===== config.mk =====
export PLATFORM = sky130hd
export DESIGN_NAME = alu_mc_flat
export DESIGN_NICKNAME = d
export VERILOG_FILES = /design/src/rtl/alu_mc_if.sv /design/src/rtl/alu_mc.sv /design/src/flat_wrapper.sv
export SDC_FILE = /design/constraint.sdc
export NUM_CORES = 1
export LEC_CHECK = 0
export ABC_AREA = 1
export CORE_MARGIN = 4
export CORE_UTILIZATION = 45
export CTS_BUF_LIST = sky130_fd_sc_hd__clkbuf_2 sky130_fd_sc_hd__clkbuf_4 sky130_fd_sc_hd__clkbuf_8
export CTS_CLUSTER_DIAMETER = 100
export DETAILED_ROUTE_END_ITERATION = 8
export SYNTH_ARGS = -nofsm -noshare
export SYNTH_HDL_FRONTEND = slang
export SYNTH_SLANG_ARGS = --single-unit

===== constraint.sdc =====
create_clock -name clk -period 3.1 [get_ports clk]
set_clock_uncertainty 0.05 [all_clocks]
set_input_delay 0.93 -clock clk [delete_from_list [all_inputs] [get_ports clk]]
set_output_delay 0.93 -clock clk [all_outputs]
set_load 0.03 [all_outputs]

===== src/rtl/alu_mc_if.sv =====
// Request/response bundle for the multi-cycle ALU.
// The bench or upstream block drives the master side, and alu_mc drives the slave side.
interface alu_mc_if #(parameter int WIDTH = 32);
  logic             in_valid;
  logic             in_ready;
  logic [WIDTH-1:0] op1;
  logic [WIDTH-1:0] op2;
  logic [3:0]       control;
  logic             out_valid;
  logic [WIDTH-1:0] result;
  logic [WIDTH-1:0] result_hi;
  logic             o_zf;
  logic             o_cf;
  logic             o_of;
  logic             busy;

  modport master (
    output in_valid, op1, op2, control,
    input  in_ready, out_valid, result, result_hi, o_zf, o_cf, o_of, busy
  );

  modport slave (
    input  in_valid, op1, op2, control,
    output in_ready, out_valid, result, result_hi, o_zf, o_cf, o_of, busy
  );
endinterface


===== src/rtl/alu_mc.sv =====
// Multi-cycle ALU. Single-cycle logic ops, an iterative unsigned shift-add multiplier
// and an iterative unsigned restoring divider, with registered results and flags.
//
//   state | meaning
//   IDLE  | ready for a request (in_ready=1)
//   CALC  | one multiply/divide iteration per cycle, WIDTH cycles
//   DONE  | results valid for one cycle (out_valid=1)
module alu_mc #(
  parameter int WIDTH = 32
) (
  input logic   clk,
  input logic   rst_n,
  alu_mc_if.slave bus
);

  localparam int CW = $clog2(WIDTH);

  localparam logic [3:0] OP_AND  = 4'b0000;
  localparam logic [3:0] OP_OR   = 4'b0001;
  localparam logic [3:0] OP_ADD  = 4'b0010;
  localparam logic [3:0] OP_XOR  = 4'b0011;
  localparam logic [3:0] OP_NOR  = 4'b0100;
  localparam logic [3:0] OP_SLTU = 4'b0101;
  localparam logic [3:0] OP_SUB  = 4'b0110;
  localparam logic [3:0] OP_SLT  = 4'b0111;
  localparam logic [3:0] OP_MULU = 4'b1000;
  localparam logic [3:0] OP_DIVU = 4'b1001;

  typedef enum logic [1:0] {IDLE, CALC, DONE} state_t;

  state_t state, state_nxt;

  logic [WIDTH-1:0] acc_hi, acc_lo, opb;
  logic [CW-1:0]    cnt;
  logic             op_div;
  logic [WIDTH-1:0] result_q, result_hi_q;
  logic             zf_q, cf_q, of_q;

  logic             accept, is_multi, last_iter;
  logic [WIDTH:0]   add_sum, sub_dif;
  logic [WIDTH-1:0] alu_res;
  logic             alu_cf, alu_of;
  logic [WIDTH:0]   mul_sum, div_shift, div_trial;
  logic             div_ok;
  logic [WIDTH-1:0] hi_nxt, lo_nxt;

  assign accept    = bus.in_valid && (state == IDLE);
  assign is_multi  = (bus.control == OP_MULU) || (bus.control == OP_DIVU);
  assign last_iter = (cnt == '0);

  always_ff @(posedge clk or negedge rst_n) begin
    if (!rst_n) state <= IDLE;
    else        state <= state_nxt;
  end

  always_comb begin
    state_nxt = state;
    case (state)
      IDLE:    if (accept) state_nxt = is_multi ? CALC : DONE;
      CALC:    if (last_iter) state_nxt = DONE;
      DONE:    state_nxt = IDLE;
      default: state_nxt = IDLE;
    endcase
  end

  // Single-cycle ops are evaluated straight from the ports on the accepting edge.
  always_comb begin
    alu_res = '0;
    alu_cf  = 1'b0;
    alu_of  = 1'b0;
    add_sum = {1'b0, bus.op1} + {1'b0, bus.op2};
    sub_dif = {1'b0, bus.op1} + {1'b0, ~bus.op2} + {{WIDTH{1'b0}}, 1'b1};
    case (bus.control)
      OP_AND: alu_res = bus.op1 & bus.op2;
      OP_OR:  alu_res = bus.op1 | bus.op2;
      OP_XOR: alu_res = bus.op1 ^ bus.op2;
      OP_NOR: alu_res = ~(bus.op1 | bus.op2);
      OP_ADD: begin
        alu_res = add_sum[WIDTH-1:0];
        alu_cf  = add_sum[WIDTH];
        alu_of  = (bus.op1[WIDTH-1] == bus.op2[WIDTH-1]) &&
                  (add_sum[WIDTH-1] != bus.op1[WIDTH-1]);
      end
      OP_SUB: begin
        alu_res = sub_dif[WIDTH-1:0];
        alu_cf  = ~sub_dif[WIDTH];
        alu_of  = (bus.op1[WIDTH-1] != bus.op2[WIDTH-1]) &&
                  (sub_dif[WIDTH-1] != bus.op1[WIDTH-1]);
      end
      OP_SLT:  alu_res = {{(WIDTH-1){1'b0}}, ($signed(bus.op1) < $signed(bus.op2))};
      OP_SLTU: alu_res = {{(WIDTH-1){1'b0}}, (bus.op1 < bus.op2)};
      default: alu_res = '0;
    endcase
  end

  // One iteration step. The multiply and divide paths share acc_hi/acc_lo/opb.
  always_comb begin
    mul_sum   = {1'b0, acc_hi} + (acc_lo[0] ? {1'b0, opb} : '0);
    div_shift = {acc_hi, acc_lo[WIDTH-1]};
    div_trial = div_shift - {1'b0, opb};
    div_ok    = ~div_trial[WIDTH];
    if (op_div) begin
      hi_nxt = div_ok ? div_trial[WIDTH-1:0] : div_shift[WIDTH-1:0];
      lo_nxt = {acc_lo[WIDTH-2:0], div_ok};
    end else begin
      hi_nxt = mul_sum[WIDTH:1];
      lo_nxt = {mul_sum[0], acc_lo[WIDTH-1:1]};
    end
  end

  always_ff @(posedge clk or negedge rst_n) begin
    if (!rst_n) begin
      acc_hi      <= '0;
      acc_lo      <= '0;
      opb         <= '0;
      cnt         <= '0;
      op_div      <= 1'b0;
      result_q    <= '0;
      result_hi_q <= '0;
      zf_q        <= 1'b0;
      cf_q        <= 1'b0;
      of_q        <= 1'b0;
    end else begin
      if (accept) begin
        if (is_multi) begin
          op_div <= (bus.control == OP_DIVU);
          acc_hi <= '0;
          acc_lo <= (bus.control == OP_DIVU) ? bus.op1 : bus.op2;
          opb    <= (bus.control == OP_DIVU) ? bus.op2 : bus.op1;
          cnt    <= CW'(WIDTH - 1);
        end else begin
          result_q    <= alu_res;
          result_hi_q <= '0;
          zf_q        <= (alu_res == '0);
          cf_q        <= alu_cf;
          of_q        <= alu_of;
        end
      end else if (state == CALC) begin
        acc_hi <= hi_nxt;
        acc_lo <= lo_nxt;
        cnt    <= cnt - 1'b1;
        if (last_iter) begin
          result_q    <= lo_nxt;
          result_hi_q <= hi_nxt;
          zf_q        <= (lo_nxt == '0);
          cf_q        <= 1'b0;
          of_q        <= 1'b0;
        end
      end
    end
  end

  assign bus.in_ready  = (state == IDLE);
  assign bus.busy      = (state == CALC);
  assign bus.out_valid = (state == DONE);
  assign bus.result    = result_q;
  assign bus.result_hi = result_hi_q;
  assign bus.o_zf      = zf_q;
  assign bus.o_cf      = cf_q;
  assign bus.o_of      = of_q;

endmodule


===== src/flat_wrapper.sv =====
// flat-port wrapper written by rule: the top's interface ports become plain ports
module alu_mc_flat 
#(
  parameter int WIDTH = 32
)
  (clk, rst_n, bus_in_valid, bus_op1, bus_op2, bus_control, bus_in_ready, bus_out_valid, bus_result, bus_result_hi, bus_o_zf, bus_o_cf, bus_o_of, bus_busy);
  alu_mc_if #(.WIDTH(WIDTH)) bus_i ();
  input logic clk;
  input logic rst_n;
  input wire logic [$bits(bus_i.in_valid)-1:0] bus_in_valid;
  input wire logic [$bits(bus_i.op1)-1:0] bus_op1;
  input wire logic [$bits(bus_i.op2)-1:0] bus_op2;
  input wire logic [$bits(bus_i.control)-1:0] bus_control;
  output wire logic [$bits(bus_i.in_ready)-1:0] bus_in_ready;
  output wire logic [$bits(bus_i.out_valid)-1:0] bus_out_valid;
  output wire logic [$bits(bus_i.result)-1:0] bus_result;
  output wire logic [$bits(bus_i.result_hi)-1:0] bus_result_hi;
  output wire logic [$bits(bus_i.o_zf)-1:0] bus_o_zf;
  output wire logic [$bits(bus_i.o_cf)-1:0] bus_o_cf;
  output wire logic [$bits(bus_i.o_of)-1:0] bus_o_of;
  output wire logic [$bits(bus_i.busy)-1:0] bus_busy;
  assign bus_i.in_valid = bus_in_valid;
  assign bus_i.op1 = bus_op1;
  assign bus_i.op2 = bus_op2;
  assign bus_i.control = bus_control;
  assign bus_in_ready = bus_i.in_ready;
  assign bus_out_valid = bus_i.out_valid;
  assign bus_result = bus_i.result;
  assign bus_result_hi = bus_i.result_hi;
  assign bus_o_zf = bus_i.o_zf;
  assign bus_o_cf = bus_i.o_cf;
  assign bus_o_of = bus_i.o_of;
  assign bus_busy = bus_i.busy;
  alu_mc #(.WIDTH(WIDTH)) u_core (.clk(clk), .rst_n(rst_n), .bus(bus_i));
endmodule

# --- Word-level counts from Yosys, hierarchy flattened ---
# Index checks and enable logic that the tools add are counted.
totals:
  register_bits: 171
  out_inout_bits: 70
  input_bits: 71
  elab_cells: 100
op_classes:
  n_bitwise: 7
  order_cmp: 2
  eq_ne: 19
  n_addsub: 6
  n_reduce_logical: 15
  muxes: 40
op_table:
  columns: ["cell", "n"]
  rows:
  - ["$mux 32", 20]
  - ["$pmux 32 s8", 1]
  - ["$add 32x32->33", 2]
  - ["$logic_not 32->1", 2]
  - ["$lt 32x32->1", 2]
  - ["$not 32->32", 2]
  - ["$add 32x33->33", 1]
  - ["$add 33x1->33 const B", 1]
  - ["$sub 33x32->33", 1]
  - ["$and 32x32->32", 1]
  - ["$or 32x32->32", 1]
  - ["$xor 32x32->32", 1]
  - ["$eq 4x3->1 const B", 4]
  - ["$mux 5", 3]
  - ["$mux 1", 10]
  - ["$eq 4x2->1 const B", 2]
  - ["$eq 4x4->1 const B", 2]
  - ["$mux 2", 3]
  - ["$reduce_and 2->1", 3]
  - ["$logic_not 5->1", 1]
  - ["$sub 5x1->5 const B", 1]
  - ["$eq 4x1->1 const B", 1]
  - ["$logic_not 4->1", 1]
  - ["$ne 2x1->1 const B", 2]
  - ["other kinds (13)", 21]

# --- Longest topological paths before layout ---
# Gate-level depths: netlist of the first run.
logic_depth:
  ltp_word: 8
  depth_mapped: 22
  ltp_nobuf: 20

# --- Worst setup path after synthesis of the first run ---
# OpenSTA, ideal clock, no wires.
synth_timing:
  path_type: "input-to-reg"
  start: "input bus_op2[0]"
  end: "register u_core.zf_q (netlist: u_core.bus.o_zf)"
  setup_ns: 0.073
  path_stages: 17
  t_arrival_ns: 2.763
  path_buffers: 0
  required_ns: 2.977
  setup_slack_ns: 0.214
  path_cell_list: "ha_1 -> fa_1 -> nand2_1 -> nand2_1 -> nand3_1 -> nand2_1 -> nand2_1 -> nand2_1 -> nand2_1 -> nand3_1 -> nand3_1 -> nand3_1 -> nor2_1 -> nand2_1 -> nor2_1 -> nand3_1 -> a21oi_2"
synth_via:
  elab_chain_len: 7
  elab_cells_between_ends: 14
  cone_classes: "add/sub: 3; order compare: 2; mux: 3; bitwise: 5; reduce/logical: 1"
synth_rtl:
  columns: ["item", "line_no", "rtl"]
  rows:
  - ["start: declaration", "flat_wrapper.sv:12", "input wire logic [$bits(bus_i.op2)-1:0] bus_op2;"]
  - ["$not 32->32", "alu_mc.sv:72", "sub_dif = {1'b0, bus.op1} + {1'b0, ~bus.op2} + {{WIDTH{1'b0}}, 1'b1};"]
  - ["$add 32x32->33", "alu_mc.sv:72", null]
  - ["$add 33x1->33", "alu_mc.sv:72", null]
  - ["$pmux 32 s8 *", "alu_mc.sv:73", "case (bus.control)"]
  - ["$logic_not 32->1 *", "alu_mc.sv:134", "zf_q <= (alu_res == '0);"]
  - ["$mux 1 *", "alu_mc.sv:125", "if (is_multi) begin"]
  - ["$mux 1 *", "alu_mc.sv:124", "if (accept) begin"]
  - ["end signal: assignment", "alu_mc.sv:134", null]
  - ["end signal: assignment", "alu_mc.sv:145", "zf_q <= (lo_nxt == '0);"]
  - ["end: declaration", "alu_mc.sv:37", "logic zf_q, cf_q, of_q;"]
# Mark *: on every way between the ends. The rest lies on a longest branch, timed or not. The select of a mux whose other input is x is not followed.
# A chain may end at the register's enable or synchronous reset.

# --- Final worst setup path of the first run ---
layout_timing:
  start: "input bus_control[3]"
  end: "register u_core.zf_q (netlist: u_core.bus.o_zf)"
layout_via:
  elab_chain_len: 5
  elab_cells_between_ends: 17
  cone_classes: "eq/ne: 10; mux: 3; reduce/logical: 4"
layout_rtl:
  columns: ["item", "line_no", "rtl"]
  rows:
  - ["start: declaration", "flat_wrapper.sv:13", "input wire logic [$bits(bus_i.control)-1:0] bus_control;"]
  - ["$eq 4x3->1, or another cell as far along", "alu_mc.sv:73", null]
  - ["$pmux 32 s8", "alu_mc.sv:73", null]
  - ["$logic_not 32->1", "alu_mc.sv:134", null]
  - ["$mux 1", "alu_mc.sv:125", null]
  - ["$mux 1", "alu_mc.sv:124", null]
# Several ways; a longest one is shown, not always the timed one. The select of a mux whose other input is x is not followed.

==> flow_summary_export.csv, run 1 <==
group,metric,value,unit
worst_setup_path,rr_worst_depth,17,
clocking,cts_buffers,17,
final_layout,seq_area,0.00428,mm^2
placed_design,placed_area,0.0253,mm^2
global_routing,grt.busiest_layer,"met2",
power,finalPower,20.1,mW
logic_synthesis,synth_top_cell_area_share,22.1,%
clocking,cts.path.max_buffers,2,
global_routing,grtUsageTotal,39.1,%
logic_synthesis,yosys.area_share.simple,34.4,%
detailed_routing,dr.pass1.iters,8,
logic_synthesis,synth_top_family_by_area,"simple AND/OR/NAND/NOR gates",
timing,period_minus_slack,3.15,ns
clocking,cts.sinks,171,
die,dieArea,0.0463,mm^2
timing,fin_crit_sh,102,%
final_layout,diodes,0,
clocking,htreeDepth,4,
global_routing,use_met2,56.9,%
outcome,violations,"setup timing",
logic_synthesis,synth_edf_count,0,
logic_synthesis,yosysMostFrequentCell,"nand2_1",
worst_setup_path,cp-start-kind,"primary input",
die,initial_core_util,45.8,%
final_layout,stdcell_count,4345,
logic_synthesis,yosysWarnings,0,
placed_design,dpl.cell_count,4274,
logic_synthesis,syn_area,0.0193,mm^2
logic_synthesis,ys_async_sr_fraction,100,%
logic_synthesis,synth.area.top_cells,"dfrtp_1 (22%), nand2_1 (18%), ha_1 (11%), inv_1 (8.6%), nand3_1 (7.0%)",
detailed_routing,dr.first_iter.drc_count,2850,
clocking,root_buffer,"clkbuf_8",
global_routing,grt_max_degree,74,
logic_synthesis,ys_types,56,
worst_setup_path,cp_data_arrival_time,3.60,ns
timing,hold_viol,0,
clocking,cts_tree,"yes",
detailed_routing,antenna_left,0,
timing,rsz0062_at_grt,"true",
logic_synthesis,synthMuxAreaShare,0.0518,%
worst_setup_path,critPathKind,"primary input to flop",
global_routing,grt_pass1_wl,140,mm
logic_synthesis,synth_fa_ha_area_share,11.1,%
detailed_routing,post_drt_wl_per_cell,21.7,um
detailed_routing,totalWireLength,94.5,mm
logic_synthesis,syn_inst,3166,
placed_design,place_congestion,1.10,
timing,max_freq,318,MHz
logic_synthesis,postSynthAreaPerCell,6.10,um^2
timing,slew_viol_final,0,
power,p_leak,14.6,nW
detailed_routing,viasPerCell,5.77,
die,placementRows,75,
placed_design,dp_slack,-1.09,ns
global_routing,grt_overflow,0,
outcome,outcome,"finished, violations left",
logic_synthesis,yosys-top-cells-count,"nand2_1 (929), inv_1 (445), nor2_1 (279)",
logic_synthesis,synth-main-ff-cell,"dfrtp_1",
placed_design,io_buffer_count,140,
die,die_h,215,um
final_layout,num-fill-cells,3875,
global_routing,grt_use_met1,54.9,%
logic_synthesis,syn_nets,3406,
detailed_routing,vias,25100,
final_layout,final_area,0.0276,mm^2
logic_synthesis,ys_ff_latch,171,
final_layout,multiInputGateArea,0.0142,mm^2
worst_setup_path,endpoint_kind,"flop",
global_routing,grtUsageMet3,12.8,%
job,drv_cap,0,
power,pwr_density_cell,729,mW/mm^2
clocking,insertion_delay,0.56,ns
global_routing,antenna_found_initial,4,
power,vdd_ir_drop_max,0.690,mV
placed_design,dp_hpwl,76.6,mm
clocking,clk_pin_slew,0.12,ns
logic_synthesis,synth_top_area_cell,"dfrtp_1",
worst_hold_path,hp-class,"primary input to async pin",
logic_synthesis,synth_compound_area_share,18.5,%
final_layout,area_growth,42.6,%
timing,setup_viol,1,
global_routing,grt_pass1_vias,23300,
die,die_w,215,um
logic_synthesis,synth-xor-area-share,1.50,%
worst_setup_path,required,3.55,ns
timing,fin_ws,-0.0470,ns
timing,relSlewSlack,44.2,%
worst_setup_path,r2r-start,"u_core.acc_lo[0]$_DFFE_PN0P_",
logic_synthesis,synth-seq-area-share,22.1,%
final_layout,nNetsFinal,4033,
worst_setup_path,cp_max_fo,12,
worst_setup_path,timing.rr.end,"u_core.acc_hi[26]$_DFFE_PN0P_",
die,io-pin-count,141,
timing,whs,0.297,ns
timing,worstMarginPinSlew,0.827,ns
detailed_routing,drc,0,
final_layout,drive_gt1_share,26.7,%
die,fp.coreArea,0.0422,mm^2
worst_setup_path,ff2ff_setup_slack,0.05,ns
registers in the layout (all words and copies together), names as in the netlist:
| register | flops |
|---|---|
| u_core.cnt | 5 |
| u_core.op_div | 1 |
| u_core.bus.o_zf | 1 |
| u_core.state | 2 |
| u_core.acc_hi | 32 |
| u_core.bus.result | 32 |
| u_core.bus.o_of | 1 |
| u_core.acc_lo | 32 |
| u_core.bus.result_hi | 32 |
| u_core.opb | 32 |
| u_core.bus.o_cf | 1 |
stage by stage:
step / util, % / setup TNS, ns
after floorplan: - / 0
after global placement: 59.8 / -22.35
after detailed placement: 59.8 / -25.05
after CTS: 62.5 / -0.0427
after global routing: 65.2 / -0.193
final: 65.2 / -0.0470
area by class of cell:
type	instances	share of cell area, %
Sequential cell	171	15.5
Inverter	461	6.28
Timing Repair Buffer	733	22.8
Clock inverter	15	0.740
Clock buffer	17	0.849
Tap cell	539	2.45
Multi-Input combinational cell	2409	51.4
worst max path at each step:
| stage | startpoint | endpoint | slack, ns | cells after the start |
|---|---|---|---|---|
| 2_1_floorplan | bus_op2[0] | u_core.bus.o_zf$_DFFE_PN0P_ | 0.21 | 17 |
| 3_3_place_gp | bus_op1[10] | u_core.bus.o_zf$_DFFE_PN0P_ | -1.14 | 20 |
| 3_5_place_dp | bus_op2[10] | u_core.bus.o_zf$_DFFE_PN0P_ | -1.09 | 20 |
| 4_1_cts | bus_op1[1] | u_core.bus.o_zf$_DFFE_PN0P_ | -0.04 | 19 |
| 5_1_grt | bus_op1[17] | u_core.bus.o_zf$_DFFE_PN0P_ | -0.06 | 18 |
| 6_report | bus_control[3] | u_core.bus.o_zf$_DFFE_PN0P_ | -0.05 | 12 |
layout by cell type (no fill, tap or decap), types with 9 or more instances in the layout:
cell type and n:
inv_1 404, xor2_1 15, o211ai_1 25, nand4_1 36, a21oi_2 35, ha_2 11, xnor2_1 18, nand2_4 14
nand2_2 72, dlymetal6s2s_1 31, nor2_1 211, ha_1 126, nand3_2 34, o21bai_1 11, a221oi_1 17, ha_4 28
o21ai_0 197, nand3_4 9, o221ai_1 13, clkdlybuf4s50_1 90, o22ai_1 23, nand2_1 859, clkbuf_8 18, nand3_1 231
nor2_4 27, nor2_2 52, o211ai_2 16, a21oi_1 163, a21o_1 9, dfrtp_1 170, a31oi_1 37, nor3_1 14
buf_12 27, dlygate4sd2_1 16, buf_4 561, inv_2 56, o21ai_1 32
per-layer routing:
metal | vias to the layer above | wire [um]
met5 | - | 48
met2 | 1466 | 38400
met3 | 243 | 12300
li1 | 11600 | -
met4 | 8 | 3970
met1 | 11800 | 39600
cell families after synthesis:
group                      after synthesis
buffers and inverters                  586
and+or+nand+nor                       1595
muxes                                    1
xor gates and xnor gates                33
DFF                                    171
adders and majority gates              169
AOI/OAI and AO/OA                      611
worst max-delay path, cell delays in order:
cell,delay [ns]
clkdlybuf4s50_1,0.59
nor2_2,0.15
nand2_1,0.17
inv_2,0.22
buf_4,0.22
a221oi_1,0.58
nand3_2,0.19
nor2_2,0.13
nand3_1,0.07
nor2_1,0.13
nand3_2,0.10
a21oi_2,0.11
power by group:
group,leakage [nW],switching [mW],internal (mW)
logic,12.2,8.98,5.29
clock network,0.215,1.10,0.639
registers,2.09,0.898,3.17
timing repair:
item | CTS | global route
buffers inserted | 10 | 29
pin swaps | 20 | 86
setup endpoints to repair | 22 | 52
resized for setup | 159 | 304
hold buffers | 0 | 0
No activity file was read; power rests on OpenSTA's default activity.
==> run 2, diff against run 1 <==
- GPL_TIMING_DRIVEN: not set -> 0
==> flow_summary_export.csv, run 2 (same netlist as run 1, synthesis figures left out) <==
group,metric,value,unit
detailed_routing,dr.pass1.iters,6,
global_routing,antenna_found_initial,4,
detailed_routing,totalWireLength,96.3,mm
detailed_routing,vias,23700,
timing,relSlewSlack,31.2,%
power,finalPower,20.1,mW
timing,tns,-1.52,ns
final_layout,most-common-layout-cells,"nand2_1 (892), inv_1 (432), nor2_1 (237)",
worst_setup_path,cp-start-kind,"primary input",
clocking,cts.path.max_buffers,2,
timing,fin_ws,-0.168,ns
die,fp.coreArea,0.0422,mm^2
detailed_routing,post_drt_wl_per_cell,24.6,um
power,p_leak,12.1,nW
final_layout,num-fill-cells,4319,
detailed_routing,dr.first_iter.drc_count,3414,
clocking,clk_pin_slew,0.13,ns
die,io-pin-count,141,
worst_setup_path,critPathKind,"primary input to flop",
final_layout,stdcell_count,3913,
worst_setup_path,required,3.48,ns
detailed_routing,antenna_left,0,
timing,slew_viol_final,0,
detailed_routing,viasPerCell,6.06,
timing,fin_crit_sh,105,%
placed_design,io_buffer_count,140,
placed_design,place_congestion,1.07,
power,vdd_ir_drop_max,0.647,mV
clocking,cts.sinks,171,
timing,worstMarginPinSlew,1.03,ns
placed_design,dp_hpwl,78.7,mm
timing,hold_viol,0,
die,placementRows,75,
clocking,root_buffer,"clkbuf_8",
final_layout,nNetsFinal,3597,
final_layout,fin_util,55.1,%
detailed_routing,drc,0,
global_routing,grt_overflow,0,
die,die_w,215,um
timing,max_freq,306,MHz
final_layout,seq_area,0.00428,mm^2
timing,rsz0062_at_grt,"true",
worst_hold_path,hp-class,"primary input to async pin",
worst_setup_path,rr_worst_depth,18,
worst_setup_path,cp_max_fo,10,
worst_setup_path,cp_data_arrival_time,3.65,ns
clocking,htreeDepth,4,
die,die_h,215,um
timing,setup_viol,28,
die,dieArea,0.0463,mm^2
timing,whs,0.243,ns
timing,period_minus_slack,3.27,ns
final_layout,multiInputGateArea,0.0137,mm^2
worst_setup_path,endpoint_kind,"flop",
outcome,outcome,"finished, violations left",
final_layout,layout_commonest_cell,"nand2_1",
global_routing,grtUsageTotal,39.7,%
global_routing,grt_pass1_vias,21600,
global_routing,grt_pass1_wl,138,mm
clocking,insertion_delay,0.59,ns
clocking,cts_buffers,17,
power,pwr_density_cell,863,mW/mm^2
placed_design,dpl.cell_count,3846,
final_layout,drive_gt1_share,13.6,%
clocking,cts_tree,"yes",
job,drv_cap,0,
die,initial_core_util,45.8,%
outcome,violations,"setup timing",
final_layout,area_growth,20.3,%
global_routing,grt_max_degree,94,
[run 2: cell types whose count changed in the layout (fill, tap and decap cells not counted), sizes merged]
| cell | delta |
|---|---|
| clkbuf | +92 |
| clkinv | -3 |
| dlygate4sd2 | -3 |
| inv | +1 |
| clkdlybuf4s50 | -13 |
| clkdlybuf4s15 | +5 |
| diode | +4 |
| dlymetal6s2s | -16 |
| clkinvlp | +2 |
| buf | -501 |
[run 2: through the flow]
| step | worst slack, ns | instance area, um^2 |
|---|---|---|
| 6_report | -0.168 | 23300 |
| 3_3_place_gp | -6.16 | 21400 |
| 3_5_place_dp | -1.56 | 21400 |
| 5_1_grt | -0.220 | 23200 |
| 4_1_cts | -0.112 | 22600 |
| 2_1_floorplan | 0.214 | 19300 |
[run 2: power breakdown]
part / total [mW] / internal, mW / switching, mW
Sequential: 4.10 / 3.17 / 0.930
Clock: 1.91 / 0.682 / 1.22
Combinational: 14.1 / 4.77 / 9.28
[run 2: per-layer routing]
| metal | wire length (um) | GRT usage [%] | vias to the layer above |
|---|---|---|---|
| li1 | - | - | 10700 |
| met1 | 40200 | 56.3 | 11200 |
| met2 | 38500 | 55.9 | 1574 |
| met3 | 13400 | 13.3 | 224 |
| met4 | 4050 | 14.6 | 8 |
| met5 | 207 | 0 | - |
[run 2: cell type report]
cell class | count | share of cell area, %
well taps | 539 | 2.90
plain buffers | 124 | 3.27
diodes | 4 | 0.0430
clock inverters | 15 | 1.02
flip-flops and latches | 171 | 18.4
repair buffers | 173 | 6.75
clock buffers | 17 | 1.01
multi-input cells | 2409 | 59.1
inverters | 461 | 7.52
[run 2: worst max-delay path, stage by stage]
cell and delay, ns:
clkdlybuf4s50_1 0.53, inv_1 0.12, nand3_1 0.15, nor2_1 0.36
inv_1 0.15, clkbuf_1 0.24, clkbuf_1 0.34, o21ai_0 0.65
o21ai_0 0.18
[run 2: path summary, 6_finish.rpt]
path	from	endpoint	slack, ns
min in group clk	u_core.bus.result_hi[29]$_DFFE_PN0P_	u_core.bus.result_hi[29]$_DFFE_PN0P_	0.45
worst min register to register	u_core.bus.result_hi[29]$_DFFE_PN0P_	u_core.bus.result_hi[29]$_DFFE_PN0P_	0.45
worst max register to register	u_core.acc_lo[31]$_DFFE_PN0P_	u_core.acc_hi[8]$_DFFE_PN0P_	0.05
max in group asynchronous	rst_n	u_core.bus.result_hi[30]$_DFFE_PN0P_	1.72
worst min-delay path	rst_n	u_core.bus.result[12]$_DFFE_PN0P_	0.24
worst max-delay path	bus_control[1]	u_core.opb[12]$_DFFE_PN0P_	-0.17
[run 2: timing repair]
action | 4_1_cts | 5_1_grt
resized for setup | 224 | 281
gates cloned | 0 | 1
pin swaps | 25 | 32
setup endpoints to repair | 108 | 122
buffers inserted | 15 | 16
hold buffers | 0 | 0
